<file path="config.mk">
export PLATFORM = sky130hd
export DESIGN_NAME = pipelined_barrel_shifter_flat
export DESIGN_NICKNAME = d
export VERILOG_FILES = /design/src/rtl/pipelined_barrel_shifter_if.sv /design/src/rtl/pipelined_barrel_shifter.sv /design/src/flat_wrapper.sv
export SDC_FILE = /design/constraint.sdc
export NUM_CORES = 1
export LEC_CHECK = 0
export ABC_AREA = 1
export BUFFER_PORTS_ARGS = -buffer_cell sky130_fd_sc_hd__buf_2
export CORE_UTILIZATION = 45
export DETAILED_ROUTE_END_ITERATION = 8
export MAX_ROUTING_LAYER = met4
export PLACE_DENSITY = 0.76
export SYNTH_ARGS = -nofsm -noshare
export SYNTH_HDL_FRONTEND = slang
export SYNTH_SLANG_ARGS = --single-unit
</file>
<file path="constraint.sdc">
create_clock -name clk -period 2.79 [get_ports clk]
set_clock_uncertainty 0.05 [all_clocks]
set_input_delay 0.4185 -clock clk [delete_from_list [all_inputs] [get_ports clk]]
set_output_delay 0.4185 -clock clk [all_outputs]
set_load 0.05 [all_outputs]
</file>
<file path="src/rtl/pipelined_barrel_shifter_if.sv">
// Stream interface for the pipelined barrel shifter: the operand stream in
// and the result stream out, each with a valid/ready handshake.
interface pipelined_barrel_shifter_if #(
  parameter int WIDTH = 8
);
  localparam int SH_W = $clog2(WIDTH);

  // operand stream
  logic             in_valid;
  logic             in_ready;
  logic [WIDTH-1:0] in_data;
  logic [SH_W-1:0]  in_shamt;
  logic [1:0]       in_mode;

  // result stream
  logic             out_valid;
  logic             out_ready;
  logic [WIDTH-1:0] out_data;
  logic [1:0]       out_mode;

  // producer of operands and consumer of results
  modport master (
    output in_valid, in_data, in_shamt, in_mode, out_ready,
    input  in_ready, out_valid, out_data, out_mode
  );

  // the shifter itself
  modport slave (
    input  in_valid, in_data, in_shamt, in_mode, out_ready,
    output in_ready, out_valid, out_data, out_mode
  );
endinterface

</file>
<file path="src/rtl/pipelined_barrel_shifter.sv">
// Pipelined barrel shifter. One register stage per shift-amount bit: stage k
// shifts by 2^k when bit k of the shift amount is set. Four modes (LSR, ASR,
// LSL, ROR), valid/ready on both sides with a per-stage ready chain so that
// bubbles collapse and throughput is one operation per clock.
module pipelined_barrel_shifter #(
  parameter int WIDTH = 8
) (
  input logic                      clk,
  input logic                      rst_n,
  input logic                      flush,
  pipelined_barrel_shifter_if.slave bus
);
  localparam int SH_W = $clog2(WIDTH);

  localparam logic [1:0] MODE_LSR = 2'b00;
  localparam logic [1:0] MODE_ASR = 2'b01;
  localparam logic [1:0] MODE_LSL = 2'b10;
  localparam logic [1:0] MODE_ROR = 2'b11;

  if ((WIDTH < 2) || ((WIDTH & (WIDTH - 1)) != 0)) begin : g_width_check
    $error("pipelined_barrel_shifter: WIDTH must be a power of two >= 2");
  end

  // Shift d by n positions in mode m. For ASR the fill bit is the current MSB:
  // every earlier stage either left the operand alone or already replicated
  // its sign, so the MSB seen here is always the original operand MSB.
  function automatic logic [WIDTH-1:0] shift_level(
    input logic [WIDTH-1:0] d,
    input int unsigned      n,
    input logic [1:0]       m
  );
    logic [WIDTH-1:0] fill;
    fill = ~({WIDTH{1'b1}} >> n);
    case (m)
      MODE_LSR: shift_level = d >> n;
      MODE_ASR: shift_level = (d >> n) | (d[WIDTH-1] ? fill : {WIDTH{1'b0}});
      MODE_LSL: shift_level = d << n;
      MODE_ROR: shift_level = (d >> n) | (d << (WIDTH - n));
      default:  shift_level = d;
    endcase
  endfunction

  // stage registers
  logic [SH_W-1:0]  valid_r;
  logic [WIDTH-1:0] data_r  [SH_W];
  logic [SH_W-1:0]  shamt_r [SH_W];
  logic [1:0]       mode_r  [SH_W];

  // stage inputs (what each stage would capture) and the ready chain
  logic [SH_W-1:0]  vin_s;
  logic [WIDTH-1:0] din_s     [SH_W];
  logic [SH_W-1:0]  sin_s     [SH_W];
  logic [1:0]       min_s     [SH_W];
  logic [WIDTH-1:0] shifted_s [SH_W];
  logic [SH_W-1:0]  ready_s;

  // Ready chain from the output back to the input: a stage can take new
  // content when it is empty or its content moves on this cycle.
  always_comb begin
    logic chain;
    ready_s = {SH_W{1'b0}};
    chain   = bus.out_ready;
    for (int k = SH_W - 1; k >= 0; k--) begin
      chain      = !valid_r[k] || chain;
      ready_s[k] = chain;
    end
  end

  // Route each stage's input (input port for stage 0, previous stage
  // otherwise) and apply that stage's conditional 2^k shift.
  always_comb begin
    vin_s[0] = bus.in_valid;
    din_s[0] = bus.in_data;
    sin_s[0] = bus.in_shamt;
    min_s[0] = bus.in_mode;
    for (int k = 1; k < SH_W; k++) begin
      vin_s[k] = valid_r[k-1];
      din_s[k] = data_r[k-1];
      sin_s[k] = shamt_r[k-1];
      min_s[k] = mode_r[k-1];
    end
    for (int k = 0; k < SH_W; k++) begin
      if (sin_s[k][k]) begin
        shifted_s[k] = shift_level(din_s[k], 32'd1 << k, min_s[k]);
      end else begin
        shifted_s[k] = din_s[k];
      end
    end
  end

  // Pipeline registers: flush empties every stage; otherwise a ready stage
  // takes its input, loading the payload only when the input is valid.
  always_ff @(posedge clk or negedge rst_n) begin
    if (!rst_n) begin
      valid_r <= {SH_W{1'b0}};
      for (int k = 0; k < SH_W; k++) begin
        data_r[k]  <= {WIDTH{1'b0}};
        shamt_r[k] <= {SH_W{1'b0}};
        mode_r[k]  <= 2'b00;
      end
    end else if (flush) begin
      valid_r <= {SH_W{1'b0}};
    end else begin
      for (int k = 0; k < SH_W; k++) begin
        if (ready_s[k]) begin
          valid_r[k] <= vin_s[k];
          if (vin_s[k]) begin
            data_r[k]  <= shifted_s[k];
            shamt_r[k] <= sin_s[k];
            mode_r[k]  <= min_s[k];
          end
        end
      end
    end
  end

  assign bus.in_ready  = ready_s[0];
  assign bus.out_valid = valid_r[SH_W-1];
  assign bus.out_data  = data_r[SH_W-1];
  assign bus.out_mode  = mode_r[SH_W-1];

endmodule

</file>
<file path="src/flat_wrapper.sv">
// flat-port wrapper written by rule: the top's interface ports become plain ports
module pipelined_barrel_shifter_flat 
#(
  parameter int WIDTH = 8
)
  (clk, rst_n, flush, bus_in_valid, bus_in_data, bus_in_shamt, bus_in_mode, bus_out_ready, bus_in_ready, bus_out_valid, bus_out_data, bus_out_mode);
  pipelined_barrel_shifter_if #(.WIDTH(WIDTH)) bus_i ();
  input logic clk;
  input logic rst_n;
  input logic flush;
  input wire logic [$bits(bus_i.in_valid)-1:0] bus_in_valid;
  input wire logic [$bits(bus_i.in_data)-1:0] bus_in_data;
  input wire logic [$bits(bus_i.in_shamt)-1:0] bus_in_shamt;
  input wire logic [$bits(bus_i.in_mode)-1:0] bus_in_mode;
  input wire logic [$bits(bus_i.out_ready)-1:0] bus_out_ready;
  output wire logic [$bits(bus_i.in_ready)-1:0] bus_in_ready;
  output wire logic [$bits(bus_i.out_valid)-1:0] bus_out_valid;
  output wire logic [$bits(bus_i.out_data)-1:0] bus_out_data;
  output wire logic [$bits(bus_i.out_mode)-1:0] bus_out_mode;
  assign bus_i.in_valid = bus_in_valid;
  assign bus_i.in_data = bus_in_data;
  assign bus_i.in_shamt = bus_in_shamt;
  assign bus_i.in_mode = bus_in_mode;
  assign bus_i.out_ready = bus_out_ready;
  assign bus_in_ready = bus_i.in_ready;
  assign bus_out_valid = bus_i.out_valid;
  assign bus_out_data = bus_i.out_data;
  assign bus_out_mode = bus_i.out_mode;
  pipelined_barrel_shifter #(.WIDTH(WIDTH)) u_core (.clk(clk), .rst_n(rst_n), .flush(flush), .bus(bus_i));
endmodule
</file>
======== Word-level counts from Yosys, hierarchy flattened ========
Cells that the tools add are included.
storage, ports and cells
  register bits ........................... 39
  input bits .............................. 18
operators by class
  reductions and logical operators ........ 15
  bitwise logic cells ..................... 7
  muxes and demuxes ....................... 13
  equality and inequality tests ........... 9
operator list
  operator              number
  $pmux W8 S4           3
  $mux W8               6
  $or A4 B8 Y8          2
  $or A6 B8 Y8          2
  $or A7 B8 Y8          2
  $eq A2 B2 Y1 const B  6
  $reduce_and A3 Y1     3
  $eq A2 B1 Y1 const B  3
  $logic_not A2 Y1      3
  $reduce_bool A2 Y1    3
  $logic_not A1 Y1      3
  $logic_or A1 B1 Y1    3
  $mux W1               3
  $mux W3               1
  $not A1 Y1            1

======== Depth between registers and ports, before layout ========
Gate-level depths: netlist (run 1).
  depth in word-level cells ............... 6
  mapped depth ............................ 7
  gate-level depth less buffers ........... 7

======== Worst setup path after synthesis (run 1) ========
OpenSTA, ideal clock, no wires.
  kind .................................... flip-flop to flip-flop
  start ................................... register u_core.valid_r[2]
  end ..................................... register u_core.data_r[17] in the netlist's numbering
  clock period less this slack ............ 1.742 ns
  path slack .............................. 1.048 ns
  setup time .............................. 0.117 ns
  stages on the path, launching flop included .. 8
  path buffers ............................ 0
  arrival time ............................ 1.575 ns
  cells stage by stage .................... dfrtp_1 > inv_1 > nor2_4 > nand3_2 > nand2_4 > inv_2 > nand2_1 > nand2_1
on the way
  longest elaborated chain between the ends .. 5
ends and longest elaborated chain
  item                             RTL line                         text
  start, declared                  pipelined_barrel_shifter.sv:44   logic [SH_W-1:0] valid_r;
  start signal, assigned           pipelined_barrel_shifter.sv:95   valid_r <= {SH_W{1'b0}};
  start signal, assigned           pipelined_barrel_shifter.sv:102  valid_r <= {SH_W{1'b0}};
  start signal, assigned by index  pipelined_barrel_shifter.sv:106  valid_r[k] <= vin_s[k];
  $logic_not A1 Y1                 pipelined_barrel_shifter.sv:64   chain = !valid_r[k] || chain;
  $logic_or A1 B1 Y1 (3 in a row)  pipelined_barrel_shifter.sv:64
  net bus_in_ready                 flat_wrapper.sv:16               output wire logic [$bits(bus_i.in_ready)-1:0] bus_in_ready;
  $reduce_and A3 Y1 (no line)      -
  end signal, assigned by index    pipelined_barrel_shifter.sv:97   data_r[k] <= {WIDTH{1'b0}};
  end signal, assigned by index    pipelined_barrel_shifter.sv:108  data_r[k] <= shifted_s[k];
  end, declared                    pipelined_barrel_shifter.sv:45   logic [WIDTH-1:0] data_r [SH_W];
The timed path passes the listed nets, and every way through them passes these cells.
A chain may end at the register's enable or synchronous reset.

======== Worst setup path in the final report (run 1) ========
  start ................................... register u_core.valid_r[2]
  end ..................................... output bus_in_ready
on the way
  longest elaborated chain between the ends .. 4
ends and longest elaborated chain
  item                             RTL line
  $logic_not A1 Y1                 pipelined_barrel_shifter.sv:64
  $logic_or A1 B1 Y1 (3 in a row)  pipelined_barrel_shifter.sv:64
  end, declared                    flat_wrapper.sv:16
Every way passes these cells.

==> results.sh, run 1 <==
export IMPL_status="finished, final reports clean"
export IMPL_post_route_period_util_pct=59.8
export IMPL_initial_core_util_pct=48.6
export IMPL_drive_above_1_share_pct=16.1
export IMPL_drt_pre_antenna_iters=4
export IMPL_wl_per_cell_um=10.6
export IMPL_synth_top_area_cell="dfrtp_1"
export IMPL_syn_nets=297
export IMPL_r2r_setup_slack_ps=1470
export IMPL_cp_max_fo=3
export IMPL_grt_remaining_overflow=0
export IMPL_clockBufferDepth=2
export IMPL_fin_tns_setup_ps=0
export IMPL_rr_endpoint="u_core.data_r[10]"
export IMPL_grt_max_degree=37
export IMPL_ir_drop_v=0.000297
export IMPL_syn_to_final_growth_pct=10.0
export IMPL_drt_initial_drc_count=114
export IMPL_final_area_um2=2220
export IMPL_cts_tree="done"
export IMPL_placed_cell_area_um2=2090
export IMPL_cellPowerDensity_nw_per_um2=759
export IMPL_synth_simple_area_share_pct=33.7
export IMPL_ys_top_cells_by_count="nand2_1, dfrtp_1, inv_1, nand3_1, nor2_1"
export IMPL_slew_viol_final=0
export IMPL_coreArea_um2=4140
export IMPL_die_h_um=68.9
export IMPL_critPathLaunchType="register"
export IMPL_max_stage_delay_ps=370
export IMPL_hp_class="in -> async"
export IMPL_syn_inst=279
export IMPL_syn_area_um2=2010
export IMPL_power_leakage_nw=1.22
export IMPL_cts_made_buffers=5
export IMPL_cts_resized=0
export IMPL_grt_pass1_vias=1662
export IMPL_path_buf_inv=2
export IMPL_synth_most_common_cell="nand2_1"
export IMPL_synth_edff_count=0
export IMPL_hold_buffers=0
export IMPL_slew_headroom_pct=49.7
export IMPL_synthMuxAreaShare_pct=0
export IMPL_h_tree_depth=2
export IMPL_rr_worst_depth=6
export IMPL_portBuffers=29
export IMPL_vias=1706
export IMPL_synth_xor_area_share_pct=0
export IMPL_clock_latency_ps=290
export IMPL_routabilityCongestion=0.829
export IMPL_synth_seq_cells=36
export IMPL_async_flop_share_pct=100
export IMPL_cts_sinks=36
export IMPL_synth_distinct_cells=21
export IMPL_cts_clk_slew_worst_paths_ps=70
export IMPL_cts_setup_buffers=0
export IMPL_nets=316
export IMPL_drc=0
export IMPL_cap_violations=0
export IMPL_core_rowCount=23
export IMPL_rsz0062_at_grt="false"
export IMPL_grt_use_total_pct=19.5
export IMPL_r2r_start="u_core.valid_r[0]"
export IMPL_synth_top_family_by_area="simple AND/OR/NAND/NOR gates"
export IMPL_hold_viol=0
export IMPL_setup_viol=0
export IMPL_worstSetupEndpointType="output pin"
export IMPL_yosys_warnings=0
export IMPL_arrival_ps=1200
export IMPL_crit_required_ps=2320
export IMPL_dp_hpwl_um=2810
export IMPL_antenna_cells=0
export IMPL_fin_util_pct=53.5
export IMPL_io_pins=30
export IMPL_synth_area_per_cell_um2=7.22
export IMPL_cp_slowest_cell="dfrtp_1"
export IMPL_antenna_found_initial=0
export IMPL_grt_pass1_wl_um=6600
export IMPL_seq_area_frac_synth_pct=44.7
export IMPL_synthAdderAreaFrac_pct=0
export IMPL_cp_top_family="flip-flops"
export IMPL_fin_crit_ps=1670
export IMPL_synth_compound_area_share_pct=8.45
export IMPL_ant_nets=0
export IMPL_cts_root_buffer="clkbuf_8"
export IMPL_fp_dieW_um=68.9
export IMPL_synth_top_cell_area_share_pct=44.7
export IMPL_synth_flop_cell="dfrtp_1"
export IMPL_total_power_mw=1.68
export IMPL_crit_chain="inv_1 > nor2_4 > nand3_2 > buf_2"
export IMPL_routed_via_density=4.89
export IMPL_die_area_um2=4750
export IMPL_max_freq_mhz=599
export IMPL_tightest_slew_ps=754
export IMPL_yosys_top_cells_area="dfrtp_1, nand2_1, nand3_1"
export IMPL_path_class="reg -> out"
export IMPL_routed_wl_um=3690
==> report_power, final <==
| group | leakage [nW] | switching, mW | internal (mW) | total (mW) |
|---|---|---|---|---|
| sequential | 0.446 | 0.0831 | 0.627 | 0.710 |
| combinational | 0.708 | 0.348 | 0.137 | 0.485 |
| clock | 0.0645 | 0.172 | 0.315 | 0.487 |
==> layer usage <==
| layer | global-route usage (%) | vias up | share of wire [%] |
|---|---|---|---|
| met5 | - | - | 0 |
| met4 | 7.91 | 0 | 1.3 |
| met3 | 5.43 | 5 | 3.6 |
| met2 | 35.2 | 39 | 50 |
| met1 | 19.8 | 756 | 45 |
| li1 | - | 906 | - |
==> worst max path at each step <==
stage / endpoint / start / slack, ps / depth (start not counted)
floorplan: u_core.data_r[17] / u_core.valid_r[2] / 1050 / 7
global placement: u_core.bus.out_mode[0] / flush / 1300 / 7
detailed placement: u_core.bus.out_mode[0] / flush / 1280 / 7
CTS: bus_in_ready / u_core.valid_r[2] / 1090 / 4
global route: bus_in_ready / u_core.valid_r[2] / 1040 / 4
finish: bus_in_ready / u_core.valid_r[2] / 1120 / 4
==> kinds of logic (layout without fill, tap and decap cells) <==
group,Yosys count,after routing
AOI/OAI and AO/OA,31,31
DFF,36,36
buffers and inverters,52,72
and+or+nand+nor,160,160
==> through the flow <==
stage | hold WS, ps | std cells | setup slack [ps]
floorplan | 72.9 | 279 | 1050
global placement | 412 | 341 | 1300
detailed placement | 415 | 341 | 1280
CTS | 168 | 349 | 1090
global route | 216 | 349 | 1040
finish | 138 | 349 | 1120
==> flip-flops by register name (all words and copies together), names as in the netlist <==
signal               cells
u_core.bus.out_data      8
u_core.bus.out_mode      2
u_core.data_r           16
u_core.min_s             4
u_core.shamt_r           3
u_core.valid_r           3
==> final cells by class <==
| cell class | count | area (um^2) |
|---|---|---|
| well taps | 50 | 62.6 |
| inverters | 35 | 131 |
| flip-flops and latches | 36 | 901 |
| clock inverters | 1 | 30.0 |
| clock buffers | 7 | 96.3 |
| repair buffers | 29 | 145 |
| multi-input cells | 191 | 850 |
| fillers | 414 | 1930 |
==> worst register-to-register path: cells and delay by family, from the launching register on <==
family | cells | cell delay [ps]
AO/OA/AOI/OAI | 1 | 70
buffers and inverters | 2 | 250
AND/OR/NAND/NOR | 3 | 460
flip-flops | 1 | 390
==> cells in the final DEF (no fill, tap or decap), drive strengths merged <==
cell    Yosys  routed
nor2       24      24
clkbuf      0       7
nand2     103     103
a21oi      10      10
dfrtp      36      36
o21ai      13      13
o22ai       2       2
bufinv      0       1
inv        35      35
o211ai      4       4
nand3b      2       2
buf        17      29
nand3      31      31
a31oi       2       2
No activity file was read; power rests on OpenSTA's default activity.
==> run 2, diff against run 1 <==
==> constraint.sdc (replaced) <==
create_clock -name clk -period 1.6 [get_ports clk]
set_clock_uncertainty 0.05 [all_clocks]
set_input_delay 0.24 -clock clk [delete_from_list [all_inputs] [get_ports clk]]
set_output_delay 0.24 -clock clk [all_outputs]
set_load 0.05 [all_outputs]
==> run 2 against run 1 <==
- final cell count rose by 0.86%
- flip-flop and latch count did not move
- final area is 0.45% lower
- hold slack got worse by 43 ps
- total power rose by 63%
- sequential power rose by 75%
- critical path type unchanged
- largest power group unchanged
==> results.sh, run 2 (same netlist as run 1, synthesis figures left out) <==
export IMPL_critPathLaunchType="register"
export IMPL_routed_wl_um=3830
export IMPL_cp_slowest_cell="dfrtp_2"
export IMPL_antenna_found_initial=0
export IMPL_wl_per_cell_um=10.9
export IMPL_tightest_slew_ps=569
export IMPL_switching_power_mw=1.06
export IMPL_die_h_um=68.9
export IMPL_grt_pass1_wl_um=6610
export IMPL_total_power_mw=2.75
export IMPL_hp_class="in -> reg"
export IMPL_h_tree_depth=2
export IMPL_cts_root_buffer="clkbuf_8"
export IMPL_cap_violations=0
export IMPL_crit_required_ps=1310
export IMPL_drive_above_1_share_pct=16.2
export IMPL_routabilityCongestion=0.857
export IMPL_cp_top_family="flip-flops"
export IMPL_portBuffers=29
export IMPL_dp_hpwl_um=2910
export IMPL_swShare_pct=38.5
export IMPL_grt_max_degree=27
export IMPL_drt_initial_drc_count=98
export IMPL_dp_cells=343
export IMPL_cts_resized=0
export IMPL_worstSetupEndpointType="output pin"
export IMPL_cellPowerDensity_nw_per_um2=1250
export IMPL_post_route_period_util_pct=92.9
export IMPL_stdcell_count=352
export IMPL_clock_latency_ps=290
export IMPL_max_freq_mhz=673
export IMPL_arrival_ps=1200
export IMPL_syn_to_final_growth_pct=9.50
export IMPL_grt_use_total_pct=19.7
export IMPL_hold_viol=0
export IMPL_rr_worst_depth=6
export IMPL_cts_tree="done"
export IMPL_initial_core_util_pct=48.6
export IMPL_path_class="reg -> out"
export IMPL_seqPwrFrac_pct=45.2
export IMPL_final_common_cell="nand2_1"
export IMPL_grt_pass1_vias=1592
export IMPL_top_register="u_core.data_r"
export IMPL_min_path_cells=3
export IMPL_setup_viol=0
export IMPL_cts_clk_slew_worst_paths_ps=70
export IMPL_rsz0062_at_grt="false"
export IMPL_fin_crit_ps=1490
export IMPL_cp_num_cells=4
export IMPL_path_buf_inv=2
export IMPL_p_int_mw=1.69
export IMPL_routed_via_density=4.82
export IMPL_most_common_layout_cells="nand2_1, dfrtp_1, inv_1, nand3_1, buf_2"
export IMPL_coreArea_um2=4140
export IMPL_drc=0
export IMPL_ant_nets=0
export IMPL_drt_pre_antenna_iters=4
export IMPL_largest_reg_flops=16
export IMPL_pwr_share_clk_pct=24.0
export IMPL_fp_dieW_um=68.9
export IMPL_fin_tns_setup_ps=0
export IMPL_vias=1695
export IMPL_grt_remaining_overflow=0
export IMPL_die_area_um2=4750
export IMPL_antenna_cells=0
export IMPL_cts_made_buffers=5
export IMPL_ir_drop_v=0.000382
export IMPL_p_comb_share_pct=30.8
export IMPL_io_pins=30
export IMPL_nets=319
export IMPL_slew_headroom_pct=62.0
export IMPL_power_leakage_nw=1.21
export IMPL_status="finished, final reports clean"
export IMPL_cp_max_fo=3
export IMPL_cts_sinks=36
export IMPL_max_stage_delay_ps=410
export IMPL_slew_viol_final=0
export IMPL_clockBufferDepth=2
export IMPL_fill_cells=435
export IMPL_crit_chain="inv_1 > nor2_4 > nand3_2 > buf_2"
export IMPL_core_rowCount=23
## run 2: layout make-up
cell class | instances | area (um^2) | area share, %
clock buffer | 8 | 90.1 | 4.08
inverter | 35 | 131 | 5.96
multi-input combinational | 191 | 850 | 38.5
sequential | 36 | 902 | 40.9
tap | 50 | 62.6 | 2.84
timing repair buffer | 32 | 170 | 7.71
## run 2: final timing paths
path	slack [ps]	from	end
worst min register to register	430	u_core.bus.out_data[4]	u_core.bus.out_data[4]
min in group asynchronous	430	rst_n	u_core.valid_r[0]
worst max-delay path	110	u_core.valid_r[2]	bus_in_ready
worst min-delay path	100	bus_in_shamt[2]	u_core.shamt_r[8]
worst max register to register	250	u_core.valid_r[2]	u_core.bus.out_mode[0]
max in group asynchronous	500	rst_n	u_core.shamt_r[7]
## run 2: timing repair
| action | CTS | global route |
|---|---|---|
| endpoints found under the setup margin | 0 | 0 |
| hold endpoints to repair | 25 | 0 |
| hold buffers | 1 | 0 |
| buffers inserted | 0 | 0 |
## run 2: power groups by stage
| stage | combinational, mW | clock, mW | sequential, mW |
|---|---|---|---|
| final | 0.847 | 0.659 | 1.24 |
| after global routing | 0.957 | 0.715 | 1.27 |
| after CTS | 0.854 | 0.684 | 1.24 |
| after detailed placement | 0.849 | 0 | 1.26 |
| after global placement | 0.837 | 0 | 1.25 |
| after floorplan | 0.743 | 0 | 1.25 |
## run 2: layer usage
metal	vias up	global-route usage, %	wire length [um]
met5	-	-	0
met4	0	7.65	73
met3	5	5.43	140
met2	36	34.8	1860
met1	745	20.7	1760
li1	909	-	-
## run 2: metrics by stage
step                hold slack (ps)  cell area (um^2)  util [%]  worst slack, ps
floorplan                      -106              2020         -             11.8
global placement                208              2110      50.8              297
detailed placement              210              2110      50.8              251
CTS                            81.4              2210      53.2             96.1
global route                   95.2              2210      53.2             49.4
finish                         95.6              2210      53.2              113
## run 2: worst min-delay path, cell delays in order
cell and delay, ps:
buf_2 70, nand2_1 40, nand2_1 40
==> run 3, diff against run 2 <==
--- a/config.mk
+++ b/config.mk
@@ -5,7 +5,6 @@
 export SDC_FILE = /design/constraint.sdc
 export NUM_CORES = 1
 export LEC_CHECK = 0
-export ABC_AREA = 1
 export BUFFER_PORTS_ARGS = -buffer_cell sky130_fd_sc_hd__buf_2
 export CORE_UTILIZATION = 45
 export DETAILED_ROUTE_END_ITERATION = 8
==> run 3 against run 2 <==
- routed wire length fell by 0.86%
- clock power down 9.6%
- global-route usage down 0.35 points
- sequential share of layout area down 0.55 points
- core utilization increased by 1.1 points
- critical path type unchanged
- first-iteration DRC count fell by 42%
- synthesized area is 1.2% lower
- setup slack gained 3.5 ps
- largest cell class is now multi-input combinational cells
==> results.sh, run 3 <==
export IMPL_syn_inst=200
export IMPL_fill_cells=385
export IMPL_regArea_um2=902
export IMPL_portBuffers=29
export IMPL_async_flop_share_pct=100
export IMPL_cts_sinks=36
export IMPL_placed_cell_area_um2=2130
export IMPL_grt_max_degree=22
export IMPL_synth_seq_cells=36
export IMPL_h_tree_depth=2
export IMPL_drt_initial_drc_count=57
export IMPL_syn_nets=218
export IMPL_arrival_ps=1190
export IMPL_hold_viol=0
export IMPL_ir_drop_v=0.000375
export IMPL_crit_path_start="u_core.valid_r[1]"
export IMPL_routed_wl_um=3800
export IMPL_rsz0062_at_grt="false"
export IMPL_vias=1540
export IMPL_dp_cells=268
export IMPL_final_area_um2=2240
export IMPL_post_route_period_util_pct=92.7
export IMPL_io_pins=30
export IMPL_drive_above_1_share_pct=27.8
export IMPL_r2r_start="u_core.valid_r[1]"
export IMPL_antenna_cells=0
export IMPL_grt_pass1_wl_um=6440
export IMPL_drc=0
export IMPL_worstSetupEndpointType="output pin"
export IMPL_slew_viol_final=0
export IMPL_cp_slowest_cell="dfrtp_1"
export IMPL_synth_edff_count=0
export IMPL_cp_max_fo=6
export IMPL_place_ws_ps=153
export IMPL_ant_nets=0
export IMPL_cap_violations=0
export IMPL_clock_latency_ps=290
export IMPL_drt_pre_antenna_iters=4
export IMPL_stdcell_count=277
export IMPL_fp_dieW_um=68.5
export IMPL_routed_via_density=5.56
export IMPL_synth_top_area_cell="dfrtp_1"
export IMPL_synth_flop_cell="dfrtp_1"
export IMPL_syn_area_um2=1990
export IMPL_power_leakage_nw=1.03
export IMPL_die_area_um2=4690
export IMPL_setup_ws_ps=117
export IMPL_cp_top_family="flip-flops"
export IMPL_grt_use_total_pct=19.4
export IMPL_clockBufferDepth=2
export IMPL_synth_top_cell_area_share_pct=45.3
export IMPL_ys_top_cells_by_count="dfrtp_1, nor2_1, o21ai_0"
export IMPL_cts_made_buffers=5
export IMPL_seq_area_frac_synth_pct=45.3
export IMPL_max_freq_mhz=674
export IMPL_yosys_top_cells_area="dfrtp_1, mux2_2, and3b_1"
export IMPL_slew_headroom_pct=69.0
export IMPL_crit_required_ps=1310
export IMPL_wl_per_cell_um=13.7
export IMPL_setup_viol=0
export IMPL_cts_tree="done"
export IMPL_top_register="u_core.data_r"
export IMPL_final_common_cell="dfrtp_1"
export IMPL_yosys_warnings=0
export IMPL_fin_crit_ps=1480
export IMPL_path_buf_inv=2
export IMPL_multi_input_area_um2=946
export IMPL_synth_distinct_cells=28
export IMPL_synth_area_per_cell_um2=9.95
export IMPL_critPathLaunchType="register"
export IMPL_cellPowerDensity_nw_per_um2=1310
export IMPL_total_power_mw=2.92
export IMPL_grt_remaining_overflow=0
export IMPL_grt_pass1_vias=1426
export IMPL_status="finished, final reports clean"
export IMPL_crit_chain="and4b_2 > inv_1 > buf_6"
export IMPL_path_class="reg -> out"
export IMPL_routabilityCongestion=0.822
export IMPL_die_h_um=68.5
export IMPL_cts_clk_slew_worst_paths_ps=70
export IMPL_core_rowCount=23
export IMPL_antenna_found_initial=0
export IMPL_coreArea_um2=4120
export IMPL_initial_core_util_pct=48.4
export IMPL_max_stage_delay_ps=390
export IMPL_largest_reg_flops=16
export IMPL_most_common_layout_cells="dfrtp_1, buf_2, nor2_1"
export IMPL_syn_to_final_growth_pct=12.3
export IMPL_dp_hpwl_um=2950
export IMPL_synth_most_common_cell="dfrtp_1"
export IMPL_cts_root_buffer="clkbuf_8"
export IMPL_hp_start="flush"
export IMPL_hp_class="in -> reg"
export IMPL_whs_ps=124
export IMPL_tightest_slew_ps=466
export IMPL_nets=245
==> run 3: final timing paths <==
kind	to	slack, ps	cells past startpoint
min reg2reg	u_core.bus.out_mode[1]	450	1
min in group asynchronous	u_core.bus.out_data[2]	380	2
min	u_core.valid_r[2]	120	2
max reg2reg	u_core.shamt_r[8]	120	3
max in group asynchronous	u_core.min_s[3]	610	3
max	bus_in_ready	120	3
==> run 3: cell type report <==
class / count / share of cell area, %
timing repair buffer: 39 / 10.2
clock inverter: 1 / 0.224
clock buffer: 6 / 3.25
inverter: 5 / 0.839
sequential: 36 / 40.3
tap: 50 / 2.80
multi-input combinational: 140 / 42.3
==> run 3: report_power, final <==
group	internal, mW	total, mW	switching, mW
Clock	0.295	0.596	0.300
Sequential	1.13	1.33	0.199
Combinational	0.363	1.00	0.637
Total	1.79	2.92	1.14
==> run 3: through the flow <==
stage / util, % / TNS, ps
after floorplan: - / -181
after global placement: 51.9 / 0
after detailed placement: 51.9 / 0
after CTS: 54.2 / 0
after global routing: 54.3 / 0
final: 54.3 / 0
==> run 3: metal layers <==
| layer | routed length (um) | share of wire [%] | GRT usage (%) |
|---|---|---|---|
| met3 | 152 | 4.0 | 5.10 |
| met5 | 0 | 0 | - |
| met4 | 70 | 1.8 | 8.59 |
| met2 | 1880 | 50 | 33.2 |
| met1 | 1690 | 45 | 21.0 |
==> run 3: repair_timing <==
action                                  4_1_cts  5_1_grt
pin swaps                                     0        1
hold buffers                                  1        0
endpoints found under the hold margin        19        0
endpoints found under the setup margin        1        1
resized for setup                             2        0
buffers inserted                              1        1
==> run 3: worst reg2reg max path, stage by stage (launching register included) <==
cell	delay, ps
dfrtp_1	390
and4b_2	290
or2_4	330
mux2_4	310
==> run 3: cell families after synthesis <==
| group | Yosys count | share of synthesized area (%) |
|---|---|---|
| flip-flops | 36 | 45.3 |
| AND/OR/NAND/NOR | 58 | 17.2 |
| buffers and inverters | 24 | 7.35 |
| multiplexers | 15 | 9.18 |
| AO/OA/AOI/OAI | 67 | 21.0 |
